### src/rtl/uart_tx_ctrl.sv
// ==== uart_tx_ctrl : UART transmit control (host handshake, baud timing, frame sequencing) ====
// ==== rev 1.0                                                                             ====
`default_nettype none

module uart_tx_ctrl #(
  parameter int WORD_SIZE    = 8,
  parameter int CLKS_PER_BIT = 16,
  parameter int DIV_WIDTH    = $clog2(CLKS_PER_BIT)
) (
  input  logic clk,
  input  logic rst_b,
  input  logic tx_valid,
  output logic tx_ready,
  output logic tx_busy,
  output logic tx_done,
  input  logic bit_count_lt,
  output logic load_data_reg,
  output logic load_shift_reg,
  output logic start,
  output logic clear,
  output logic shift
);

  typedef enum logic [1:0] {
    IDLE = 2'd0,
    LOAD = 2'd1,
    SEND = 2'd2
  } state_t;

  localparam logic [DIV_WIDTH-1:0] TICK_CNT = DIV_WIDTH'(CLKS_PER_BIT - 1);

  state_t               state;
  logic                 hold_full;
  logic [DIV_WIDTH-1:0] div_cnt;
  logic                 accept;
  logic                 tick;
  logic                 frame_end;

  generate
    if (CLKS_PER_BIT < 2 || WORD_SIZE < 1) begin : g_bad_params
      $error("uart_tx_ctrl: CLKS_PER_BIT must be >= 2 and WORD_SIZE >= 1");
    end
  endgenerate

  assign accept    = tx_valid && !hold_full;
  assign tick      = (state == SEND) && (div_cnt == TICK_CNT);
  assign frame_end = tick && !bit_count_lt;

  always_ff @(posedge clk or negedge rst_b) begin
    if (!rst_b) begin
      state     <= IDLE;
      hold_full <= 1'b0;
      div_cnt   <= '0;
    end else begin
      // LOAD always consumes the held byte; an accept cannot occur then since hold_full is set
      if (state == LOAD) begin
        hold_full <= 1'b0;
      end else if (accept) begin
        hold_full <= 1'b1;
      end

      case (state)
        IDLE: begin
          if (hold_full) state <= LOAD;
        end
        LOAD: begin
          state   <= SEND;
          div_cnt <= '0;
        end
        SEND: begin
          div_cnt <= tick ? '0 : div_cnt + DIV_WIDTH'(1);
          // hold_full is the pre-accept value: a byte taken on the done cycle goes via IDLE
          if (frame_end) state <= hold_full ? LOAD : IDLE;
        end
        default: state <= IDLE;
      endcase
    end
  end

  assign tx_ready       = !hold_full;
  assign tx_busy        = (state != IDLE);
  assign tx_done        = frame_end;
  assign load_data_reg  = accept;
  assign load_shift_reg = (state == LOAD);
  assign start          = (state == LOAD);
  assign clear          = (state == LOAD);
  assign shift          = tick && bit_count_lt;

endmodule

`default_nettype wire

### config.mk
export PLATFORM = sky130hd
export DESIGN_NAME = uart_tx_ctrl
export DESIGN_NICKNAME = d
export VERILOG_FILES = /design/src/rtl/uart_tx_ctrl.sv
export SDC_FILE = /design/constraint.sdc
export NUM_CORES = 1
export LEC_CHECK = 0
export BUFFER_PORTS_ARGS = -buffer_cell sky130_fd_sc_hd__buf_2
export CAP_MARGIN = 0
export CORE_AREA = 2 2 39 41
export DETAILED_ROUTE_END_ITERATION = 6
export DIE_AREA = 0 0 41 43
export PLACE_DENSITY_LB_ADDON = 0.25
export SKIP_LAST_GASP = 1
export SYNTH_ARGS = -nofsm -noshare
export SYNTH_HDL_FRONTEND = slang
export SYNTH_SLANG_ARGS = --single-unit
### constraint.sdc
create_clock -name clk -period 1.94 [get_ports clk]
set_input_delay 0.485 -clock clk [delete_from_list [all_inputs] [get_ports clk]]
set_output_delay 0.485 -clock clk [all_outputs]
set_load 0.01 [all_outputs]
==> run_results.csv <==
group,metric,value,unit
logic_synthesis,syn_nets,60,
power_and_ir_drop,leakagePower,0.293,nW
routing,viasPerCell,4.73,
clock_tree,clock_sinks,7,
setup_path,ff2ff_path_depth,4,
power_and_ir_drop,p_per_area,1320,mW/mm²
min_path,hold_path_class,"input port to asynchronous set/reset pin",
setup_path,required,1.45,ns
placed_design,pre_cts_ws,0.262,ns
outcome,status,"finished, final reports clean",
sta,tns,0,ns
setup_path,criticalPathCategory,"flop to primary output",
routing,dr_total_vias,374,
setup_path,startpoint,"div_cnt[0]$_DFFE_PN0P_",
die,core-area,0.00138,mm²
clock_tree,cts_root_buffer,"clkbuf_4",
routing,dr.pass1.iters,4,
logic_synthesis,synth.yosys.warnings,0,
placed_design,place_hpwl,675,µm
setup_path,crit_chain,"ha_2 -> and3_1 -> and3_1 -> buf_2",
final_layout,finish.utilization,41.0,%
grt,grt_overflow,0,
sta,maxSlewHeadroom,85.1,%
die,die_x,41,µm
sta,fin_skew,0.000610,ns
routing,antenna_left,0,
clock_tree,numCtsBuffers,3,
sta,slew_violations,0,
setup_path,cp.depth,4,
grt,grt_max_degree,11,
final_layout,drive_gt1_share,33.3,%
sta,fin_crit_sh,93.8,%
clock_tree,clk_path_buf_depth,2,
setup_path,r2r-end,"state[1]$_DFFE_PN0P_",
logic_synthesis,syn_area_per_cell,9.35,µm²
setup_path,critPathBufInv,1,
logic_synthesis,yosys.cell_types.count,23,
setup_path,cp_slowest_cell,"dfrtp_1",
grt,antenna_found_initial,0,
setup_path,critPathTopFamily,"flip-flops",
placed_design,port_buffers,11,
clock_tree,post_cts_buffers,0,
sta,period_needed,1.82,ns
sta,setup_viol,0,
setup_path,crit_path_end_kind,"primary output",
clock_tree,htreeDepth,1,
grt,gr-usage-all-layers,12.6,%
setup_path,rrSetupSlack,0.48,ns
final_layout,diodes,0,
setup_path,cp_common_cell,"and3_1",
routing,drt-wirelength-per-cell,10.6,µm
run,drv_cap,0,
clock_tree,clk_pin_slew,0.05,ns
power_and_ir_drop,max-vdd-ir-drop,0.558,mV
final_layout,multi_input_area,256,µm²
clock_tree,hold_buffers,0,
logic_synthesis,yosysTopAreaCell,"dfrtp_1",
die,start_util,34.4,%
sta,max_freq,549,MHz
final_layout,fillerInstances,143,
final_layout,seqCellArea,175,µm²
logic_synthesis,netlist_area,477,µm²
logic_synthesis,netlist_instances,51,
clock_tree,cts_tree,"yes",
sta,worst_slew_pin_slew,0.224,ns
logic_synthesis,synth_top_area_share,36.7,%
routing,drc,0,
logic_synthesis,synth_area_leaders,"dfrtp_1 37%, ha_1 13%, inv_1 5.5%, nand3_1 3.1%, o21ai_1 3.1%",
die,die_h,43,µm
final_layout,final_net_count,73,
sta,setup_slack,0.120,ns
sta,hold_violations,0,
placed_design,gp_congestion,0.729,
grt,grt_pass1_wl,1440,µm
die,rows,14,
grt,grt_pass1_vias,360,
routing,initialDrtViolationCount,7,
clock_tree,clock_latency,0.25,ns
setup_path,critPathArrivalTime,1.34,ns
setup_path,critPathLaunchType,"flop",
routing,routed_wl,838,µm
logic_synthesis,synth-seq-cells,7,
sta,rsz0062_at_grt,"no",
final_layout,syn_to_final_growth,18.9,%
die,die_area,0.00176,mm²
setup_path,endpoint,"shift",
setup_path,r2r_start,"div_cnt[0]$_DFFE_PN0P_",
setup_path,cpPeakStageDelay,0.40,ns
logic_synthesis,ys_seq_area_share,36.7,%
die,io_pins,12,
setup_path,path_max_fanout,4,
## worst reg2reg max path: stages, from the launching register on
cell and delay [ns]:
dfrtp_1 0.39, ha_2 0.23, nand4b_2 0.18, a22oi_1 0.20, mux2_1 0.34
## report_power, final
part	leakage [nW]	internal, mW	total, mW	switching [mW]
clock	0.0150	0.0782	0.128	0.0497
sequential	0.0918	0.187	0.229	0.0421
combinational	0.187	0.175	0.394	0.219
## kinds of logic (layout without fill, tap and decap cells)
group	Yosys count	count (layout)	share of synthesized area [%]
compound gates	9	9	13.6
fa+ha+maj	5	5	13.1
buf+inv	12	24	12.6
flops	7	7	36.7
mux	1	1	2.36
simple gates	17	17	21.5
## area by class of cell
cell class | count | area share (%)
clock buffer | 4 | 4.64
inverter | 9 | 5.96
multi-input combinational | 32 | 45.3
sequential | 7 | 30.9
tap | 16 | 3.53
timing repair buffer | 11 | 9.71
## sequential cells by signal (all words and copies together) (netlist names)
name,cells
div_cnt,4
hold_full,1
state,2
## timing repair
action | 4_1_cts | 5_1_grt
resized for setup | 1 | 2
hold endpoints to repair | 0 | 0
endpoints found under the setup margin | 1 | 1
## cells in the final DEF, fill, tap and decap left out, types with 2 or more instances in the layout
cell      synthesis  routed
buf_2             0      11
inv_1             7       7
dfrtp_1           7       7
nor2_1            3       3
nand3_1           3       3
o21ai_1           3       3
nand2_1           3       3
ha_1              5       3
clkbuf_4          0       3
and3_1            2       2
inv_2             2       2
nor2b_1           2       2
## per-layer routing
| layer | vias up | wire length (µm) | GRT usage (%) | part of all wire, % |
|---|---|---|---|---|
| met3 | 2 | 47 | 3.14 | 5.6 |
| met2 | 11 | 378 | 17.2 | 45 |
| met5 | - | 0 | 0 | 0 |
| met1 | 164 | 400 | 16.0 | 48 |
| li1 | 197 | - | - | - |
| met4 | 0 | 11 | 10.0 | 1.3 |
## cells in the mapped netlist, drive strengths merged
| cell type | n |
|---|---|
| a22oi | 1 |
| nand3 | 3 |
| a21oi | 1 |
| buf | 3 |
| nor2 | 3 |
| nand4b | 1 |
| o221ai | 1 |
| or3 | 2 |
| nor2b | 2 |
| and3 | 2 |
| nor3b | 1 |
| o21ai | 3 |
| nand2 | 3 |
| a221oi | 1 |
| dfrtp | 7 |
| o22ai | 1 |
| ha | 5 |
| inv | 9 |
| mux2 | 1 |
| o31ai | 1 |
## metrics by stage
stage	instances	total power, mW	area (µm²)	hold slack [ns]
2_1_floorplan	51	0.539	477	0.189
6_report	79	0.751	567	0.0606
3_5_place_dp	75	0.608	526	0.331
3_3_place_gp	75	0.606	526	0.328
4_1_cts	79	0.747	554	0.0593
5_1_grt	79	0.836	567	0.0581
## how the worst min path moves through the flow
| stage | to | slack [ns] |
|---|---|---|
| after floorplan | div_cnt[0]$_DFFE_PN0P_ | 0.19 |
| after global placement | div_cnt[0]$_DFFE_PN0P_ | 0.33 |
| after detailed placement | div_cnt[0]$_DFFE_PN0P_ | 0.33 |
| after CTS | state[0]$_DFFE_PN0P_ | 0.06 |
| after global routing | div_cnt[0]$_DFFE_PN0P_ | 0.06 |
| final | div_cnt[0]$_DFFE_PN0P_ | 0.06 |
No activity file was read; power rests on OpenSTA's default activity.
